==> src/rtl/mem_arbiter_pkg.sv <==
`default_nettype none
// +----------------------------------------------------------------------+
// | mem_arbiter_pkg : arbiter state encoding and grant identifiers       |
// | Rev 1.0                                                              |
// +----------------------------------------------------------------------+
package mem_arbiter_pkg;

  typedef enum logic [1:0] {
    IDLE   = 2'd0,
    ACCESS = 2'd1,
    RESP   = 2'd2
  } state_t;

  localparam logic GNT_I = 1'b0;
  localparam logic GNT_D = 1'b1;

endpackage
`default_nettype wire

==> src/rtl/mem_arbiter_wait_cnt.sv <==
`default_nettype none
// +----------------------------------------------------------------------+
// | arb_wait_cnt : 4-bit loadable down-counter with zero flag            |
// | Rev 1.0                                                              |
// +----------------------------------------------------------------------+
module arb_wait_cnt (
  input  logic       clk_i,
  input  logic       rst_i,
  input  logic       load_i,
  input  logic [3:0] load_val_i,
  input  logic       dec_i,
  output logic       zero_o
);

  logic [3:0] r_cnt;

  always_ff @(posedge clk_i or negedge rst_i) begin
    if (!rst_i) begin
      r_cnt <= 4'd0;
    end else if (load_i) begin
      r_cnt <= load_val_i;
    end else if (dec_i && (r_cnt != 4'd0)) begin
      r_cnt <= r_cnt - 4'd1;
    end
  end

  assign zero_o = (r_cnt == 4'd0);

endmodule
`default_nettype wire

==> src/rtl/mem_arbiter.sv <==
`default_nettype none
// +----------------------------------------------------------------------+
// | mem_arbiter : fetch/data arbiter for a shared single-port memory     |
// | MEM_ARB_RR_EN selects round-robin, otherwise data port has priority. |
// | Rev 1.0                                                              |
// +----------------------------------------------------------------------+
module mem_arbiter #(
  parameter int ADDR_W  = 32,
  parameter int DATA_W  = 32,
  parameter int MEM_LAT = 2
) (
  input  logic              clk_i,
  input  logic              rst_i,
  input  logic              if_req_i,
  input  logic [ADDR_W-1:0] if_addr_i,
  output logic [DATA_W-1:0] if_rdata_o,
  output logic              if_ack_o,
  input  logic              d_req_i,
  input  logic              d_we_i,
  input  logic [ADDR_W-1:0] d_addr_i,
  input  logic [DATA_W-1:0] d_wdata_i,
  output logic [DATA_W-1:0] d_rdata_o,
  output logic              d_ack_o,
  output logic              mem_en_o,
  output logic              mem_we_o,
  output logic [ADDR_W-1:0] mem_addr_o,
  output logic [DATA_W-1:0] mem_wdata_o,
  input  logic [DATA_W-1:0] mem_rdata_i,
  output logic              busy_o
);

  import mem_arbiter_pkg::*;

  localparam logic [3:0] c_LOAD = 4'(MEM_LAT - 1);

  state_t r_state;
  logic   r_gnt;
  logic   w_any_req;
  logic   w_win;
  logic   w_load;
  logic   w_dec;
  logic   w_zero;

  assign w_any_req = if_req_i | d_req_i;
  assign w_load    = (r_state == IDLE) && w_any_req;
  assign w_dec     = (r_state == ACCESS);
  assign busy_o    = (r_state != IDLE);

`ifdef MEM_ARB_RR_EN
  logic r_last;

  // Pointer remembers the last grant; the other port wins a tie.
  always_ff @(posedge clk_i or negedge rst_i) begin
    if (!rst_i) begin
      r_last <= GNT_I;
    end else if (w_load) begin
      r_last <= w_win;
    end
  end

  assign w_win = (if_req_i && d_req_i) ? ~r_last : (d_req_i ? GNT_D : GNT_I);
`else
  assign w_win = d_req_i ? GNT_D : GNT_I;
`endif

  arb_wait_cnt u_wait_cnt (
    .clk_i      (clk_i),
    .rst_i      (rst_i),
    .load_i     (w_load),
    .load_val_i (c_LOAD),
    .dec_i      (w_dec),
    .zero_o     (w_zero)
  );

  always_ff @(posedge clk_i or negedge rst_i) begin
    if (!rst_i) begin
      r_state     <= IDLE;
      r_gnt       <= GNT_I;
      if_ack_o    <= 1'b0;
      d_ack_o     <= 1'b0;
      if_rdata_o  <= '0;
      d_rdata_o   <= '0;
      mem_en_o    <= 1'b0;
      mem_we_o    <= 1'b0;
      mem_addr_o  <= '0;
      mem_wdata_o <= '0;
    end else begin
      if_ack_o <= 1'b0;
      d_ack_o  <= 1'b0;
      case (r_state)
        IDLE: begin
          if (w_any_req) begin
            r_gnt       <= w_win;
            mem_en_o    <= 1'b1;
            mem_we_o    <= (w_win == GNT_D) && d_we_i;
            mem_addr_o  <= (w_win == GNT_D) ? d_addr_i : if_addr_i;
            mem_wdata_o <= (w_win == GNT_D) ? d_wdata_i : '0;
            r_state     <= ACCESS;
          end
        end
        ACCESS: begin
          if (w_zero) begin
            mem_en_o <= 1'b0;
            mem_we_o <= 1'b0;
            if (!mem_we_o) begin
              if (r_gnt == GNT_D) d_rdata_o  <= mem_rdata_i;
              else                if_rdata_o <= mem_rdata_i;
            end
            if (r_gnt == GNT_D) d_ack_o  <= 1'b1;
            else                if_ack_o <= 1'b1;
            r_state <= RESP;
          end
        end
        RESP:    r_state <= IDLE;
        default: r_state <= IDLE;
      endcase
    end
  end

endmodule
`default_nettype wire

==> config.mk <==
export PLATFORM = sky130hd
export DESIGN_NAME = mem_arbiter
export DESIGN_NICKNAME = d
export VERILOG_FILES = /design/src/rtl/mem_arbiter_pkg.sv /design/src/rtl/mem_arbiter_wait_cnt.sv /design/src/rtl/mem_arbiter.sv
export SDC_FILE = /design/constraint.sdc
export NUM_CORES = 1
export LEC_CHECK = 0
export CAP_MARGIN = 20
export CORE_AREA = 2 2 123 125
export DETAILED_ROUTE_END_ITERATION = 7
export DIE_AREA = 0 0 125 127
export PLACE_DENSITY = 0.77
export SLEW_MARGIN = 20
export SYNTH_ARGS = -nofsm -noshare
export SYNTH_HDL_FRONTEND = slang
export SYNTH_SLANG_ARGS = --single-unit
==> constraint.sdc <==
create_clock -name clk_i -period 3.5 [get_ports clk_i]
set_input_delay 0.7 -clock clk_i [delete_from_list [all_inputs] [get_ports clk_i]]
set_output_delay 0.7 -clock clk_i [all_outputs]
set_load 0.03 [all_outputs]
======== After elaboration in Yosys (flattened, before gate mapping) ========
Cells that the tools add are included.
W data, S select, Z words.
word-level totals
  bits in registers ....................... 139
  latch bits .............................. 0
  memory bits (writable) .................. 0
  memory bits (read-only) ................. 0
  input bits .............................. 133
  output and inout bits ................... 133
  word-level logic and storage cells ...... 51
  memories kept ........................... 0
operators by class
  add/subtract/negate cells ............... 1
  multipliers ............................. 0
  div/mod/pow operators ................... 0
  order comparisons ....................... 0
  equality and inequality tests ........... 3
  shift-type cells ........................ 0
  muxes and demuxes ....................... 19
  bitwise logic cells ..................... 3
  reduce and logical (&&, ||, !) cells .... 14
operators by type and width
  kind                   number
  $mux W32               2
  $mux W1                10
  $mux W4                2
  $reduce_and A4 Y1      2
  $reduce_bool A2 Y1     3
  $logic_not A4 Y1       1
  $mux W2                2
  $ne A2 B2 Y1 const B   2
  $pmux W1 S2            2
  $pmux W2 S2            1
  $reduce_and A2 Y1      2
  $reduce_bool A4 Y1     1
  $sub A4 B1 Y4 const B  1
  $logic_and A1 B1 Y1    3
  $reduce_and A3 Y1      1
  $eq A2 B1 Y1 const B   1
  $logic_not A2 Y1       1
  $not A1 Y1             2
  $or A1 B1 Y1           1

======== Logic depth before layout (Yosys ltp) ========
  word-level depth ........................ 4
  gate-level depth with buffers ........... 7

======== Cells and area by module ========
A second synthesis with hierarchy kept.
unflattened totals
  cell total of the unflattened synthesis .. 364
  area total of the unflattened synthesis .. 5711.7 um2
modules (own cells, without submodules)
  module        times used  cells an instance  area an instance (um2)  seq. area each (um2)
  mem_arbiter   1           337                5441.5                  3378.2
  arb_wait_cnt  1           27                 270.3                   100.1

======== Worst setup path before layout ========
OpenSTA, ideal clock, no wires.
  kind .................................... flip-flop to flip-flop
  from .................................... reg u_wait_cnt.r_cnt[0]
  to ...................................... reg if_rdata_o[0]
  data arrival time ....................... 1.986 ns
  path slack .............................. 1.389 ns
  cell stages (with the launch flop) ...... 8
  clock period less this slack ............ 2.111 ns
  path through ............................ dfrtp_1 inv_1 ha_1 or3b_1 or4_1 buf_6 buf_12 mux2_4
between the ends
  cells in the longest elaborated chain, start to end .. 2
ends and longest elaborated chain
  what                                RTL line                    RTL
  from (decl)                         mem_arbiter_wait_cnt.sv:15  logic [3:0] r_cnt;
  from (signal assigned)              mem_arbiter_wait_cnt.sv:21  r_cnt <= load_val_i;
  from (signal assigned)              mem_arbiter_wait_cnt.sv:23  r_cnt <= r_cnt - 4'd1;
  $logic_not A4 Y1                    mem_arbiter_wait_cnt.sv:27  assign zero_o = (r_cnt == 4'd0);
  $reduce_and A4 Y1 (no source line)  -
  to (signal assigned)                mem_arbiter.sv:107          else if_rdata_o <= mem_rdata_i;
  to (decl)                           mem_arbiter.sv:16           output logic [DATA_W-1:0] if_rdata_o,
No other way between the ends.
A chain may end at the register's enable or synchronous reset.

======== Final worst setup path ========
  from .................................... reg u_wait_cnt.r_cnt[0]
  to ...................................... reg if_rdata_o[1]
Same word-level chain as after synthesis.

==> results_dict.tcl <==
set metrics [dict create \
    status "complete, no violations" \
    fin_setup_tns_ps 0 \
    grt_usage 0.190 \
    preCtsSetupSlack_ps 721 \
    num-nets-final 798 \
    post-cts-setup-buffer-count 0 \
    worst_ep_required_time_ps 3800 \
    yosys.cell_types.count 36 \
    yosys-top-cells-count "139 x sky130_fd_sc_hd__dfrtp_1, 34 x sky130_fd_sc_hd__a21oi_1, 34 x sky130_fd_sc_hd__mux2_2" \
    min-delay-path-class "input port to asynchronous set/reset pin" \
    diodes 0 \
    fillers 1134 \
    post_synth_inst_count 403 \
    routabilityCongestion 0.733 \
    global_route.overflow_total 0 \
    cts.root.buffer_cell "sky130_fd_sc_hd__clkbuf_16" \
    final.setup.worst_slack_ps 719 \
    setup_violations 0 \
    timing.max_cap.violations 0 \
    slew-limit-headroom 0.303 \
    timing_worst_slew_pin_value_ps 1040 \
    setup.worst_path.class "flop to flop" \
    antenna_violations_before_repair 0 \
    cts_tree "done" \
    cts.sinks 139 \
    synth_enable_flop_cells 0 \
    syn_to_final_growth_pct 59.7 \
    power.density_cell_area_nw_per_um2 1050 \
    crit_path_start_kind "flop" \
    floorplan.initialDensity 0.395 \
    wire_per_inst_um 17.3 \
    h-tree-depth 4 \
    post_cts_resize_count 0 \
    io_count 266 \
    async_flop_share 1.00 \
    cp_cell_sequence "inv_1, ha_1, or3b_1, or4_2, mux2_4" \
    cts.clk_slew.worst_paths_ps 60 \
    largest_buffer_count_on_any_clock_path 2 \
    critPathArrivalTime_ps 3080 \
    rr_worst_depth 5 \
    worst-path-max-fanout 32 \
    vias_per_cell 5.11 \
    worst-path-buf-inv 1 \
    detail-route-antenna-nets 0 \
    vias 4396 \
    io_buffers 265 \
    ys_dominant_reg_cell "sky130_fd_sc_hd__dfrtp_1" \
    routed_wl_um 14900 \
    reg2reg_slack_ps 720 \
    die_x_um 125 \
    rsz0062_at_grt "false" \
    power.ir.vdd_worst_uv 405 \
    core_area_um2 14400 \
    clock_insertion_delay_worst_skew_ps 420 \
    number_of_logic_stages_on_the_critical_path_including_buffering 5 \
    grt_pass1_vias 4598 \
    syn-cell-area_um2 5700 \
    cts_hold_repair.buffers 0 \
    worst_setup_path_end_kind "flop" \
    synth_largest_area_cell "sky130_fd_sc_hd__dfrtp_1" \
    hold_viol 0 \
    largest_net_degree_at_the_start_of_global_routing 114 \
    cts_buffers 17 \
    floorplan.die_area_um2 15900 \
    fmaxAchievable_mhz 360 \
    worst_path_max_delay_cell "sky130_fd_sc_hd__or4_2" \
    syn-num-nets 538 \
    power.static_leakage_nw 3.97 \
    core.rowCount 44 \
    yosysTopAreaCellShare 0.610 \
    remaining_drc_errors 0 \
    hpwlAfterDp_um 10600 \
    grt_pass1_wl_um 23800 \
    detail_route.iter0.violations 148 \
    synth_top_cells_by_area "sky130_fd_sc_hd__dfrtp_1 61%, sky130_fd_sc_hd__mux2_4 7.9%, sky130_fd_sc_hd__mux2_2 6.7%" \
    finalMaxSlewViolations 0 \
    die_h_um 127 \
    share_of_post_route_cells_with_drive_strength_above_1 0.163 \
    seq_area_frac_synth 0.610 \
    synthesis.area_per_instance_um2 14.1 \
    critical_path.max_stage_delay_ps 1050 \
    postSynthRegisterBits 139 \
    path_delay_family "simple AND/OR/NAND/NOR gates" \
    yosysWarningCount 0 \
    final.setup_skew_ps 9.28 \
    drt_pass1_iterations 4 \
    yosys.cell_count.top_type "sky130_fd_sc_hd__dfrtp_1" \
    finalCriticalPeriod_ps 2780 \
    layout_worst_path_cycle_share 0.794 \
]
cell families after synthesis:
kind of cell               count (synthesis)  share of synthesized area
and+or+nand+nor                           24                     0.0242
DFF                                      139                      0.610
muxes                                     96                      0.202
buffers and inverters                     36                     0.0336
adders and majority gates                  2                    0.00439
AOI/OAI and AO/OA                        106                      0.125
layout make-up:
cell class / instances / area, um2 / share of cell area
inverters: 4 / 15.0 / 0.00165
clock inverters: 10 / 136 / 0.0150
multi-input cells: 228 / 2040 / 0.224
flip-flops and latches: 139 / 3480 / 0.382
clock buffers: 22 / 494 / 0.0543
well taps: 184 / 230 / 0.0253
repair buffers: 273 / 2710 / 0.298
stage by stage:
step	util	cell area [um2]	std cells	power, mW	hold WS, ps
5_1_grt	0.631	9100	860	10.0	478
4_1_cts	0.631	9100	860	9.63	473
6_report	0.631	9100	860	9.53	410
2_1_floorplan	-	5700	403	5.66	404
3_3_place_gp	0.587	8470	828	7.57	488
3_5_place_dp	0.587	8470	828	7.71	491
cells in the final DEF (no fill, tap or decap), types with 4 or more instances in the layout:
cell,Yosys,routed
sky130_fd_sc_hd__clkdlybuf4s50_1,0,263
sky130_fd_sc_hd__buf_4,0,8
sky130_fd_sc_hd__inv_1,4,4
sky130_fd_sc_hd__nand2_1,6,6
sky130_fd_sc_hd__dfrtp_1,139,139
sky130_fd_sc_hd__mux2i_1,32,32
sky130_fd_sc_hd__a31oi_1,32,32
sky130_fd_sc_hd__mux2_2,34,34
sky130_fd_sc_hd__a22o_1,32,32
sky130_fd_sc_hd__mux2_4,30,30
sky130_fd_sc_hd__clkbuf_16,0,17
sky130_fd_sc_hd__clkbuf_8,0,6
sky130_fd_sc_hd__a21oi_1,34,34
flip-flops by register name (all words and copies together), names as in the netlist:
| signal | flops |
|---|---|
| r_gnt | 1 |
| mem_addr_o | 32 |
| d_rdata_o | 32 |
| mem_en_o | 1 |
| u_wait_cnt.r_cnt | 4 |
| if_rdata_o | 32 |
| if_ack_o | 1 |
| d_ack_o | 1 |
| mem_we_o | 1 |
| mem_wdata_o | 32 |
| r_state | 2 |
routing by layer:
layer / track usage / part of all wire / vias up
li1: - / - / 2016
met1: 0.216 / 0.40 / 2179
met2: 0.334 / 0.52 / 179
met3: 0.0582 / 0.067 / 22
met4: 0.0771 / 0.021 / 0
met5: 0 / 0 / -
power by group:
| group | switching (mW) | internal (mW) | total, mW |
|---|---|---|---|
| sequential | 0.469 | 2.39 | 2.85 |
| combinational | 2.59 | 2.21 | 4.80 |
| clock | 0.659 | 1.21 | 1.87 |
final timing paths:
| path | startpoint | endpoint |
|---|---|---|
| max | u_wait_cnt.r_cnt[0] | if_rdata_o[1] |
| min | rst_i | if_rdata_o[30] |
| max reg2reg | u_wait_cnt.r_cnt[0] | if_rdata_o[1] |
| min reg2reg | mem_wdata_o[0] | mem_wdata_o[0] |
| max in group asynchronous | rst_i | mem_wdata_o[11] |
| min in group clk_i | mem_wdata_o[0] | mem_wdata_o[0] |
Power figures use the tool's default switching activity.
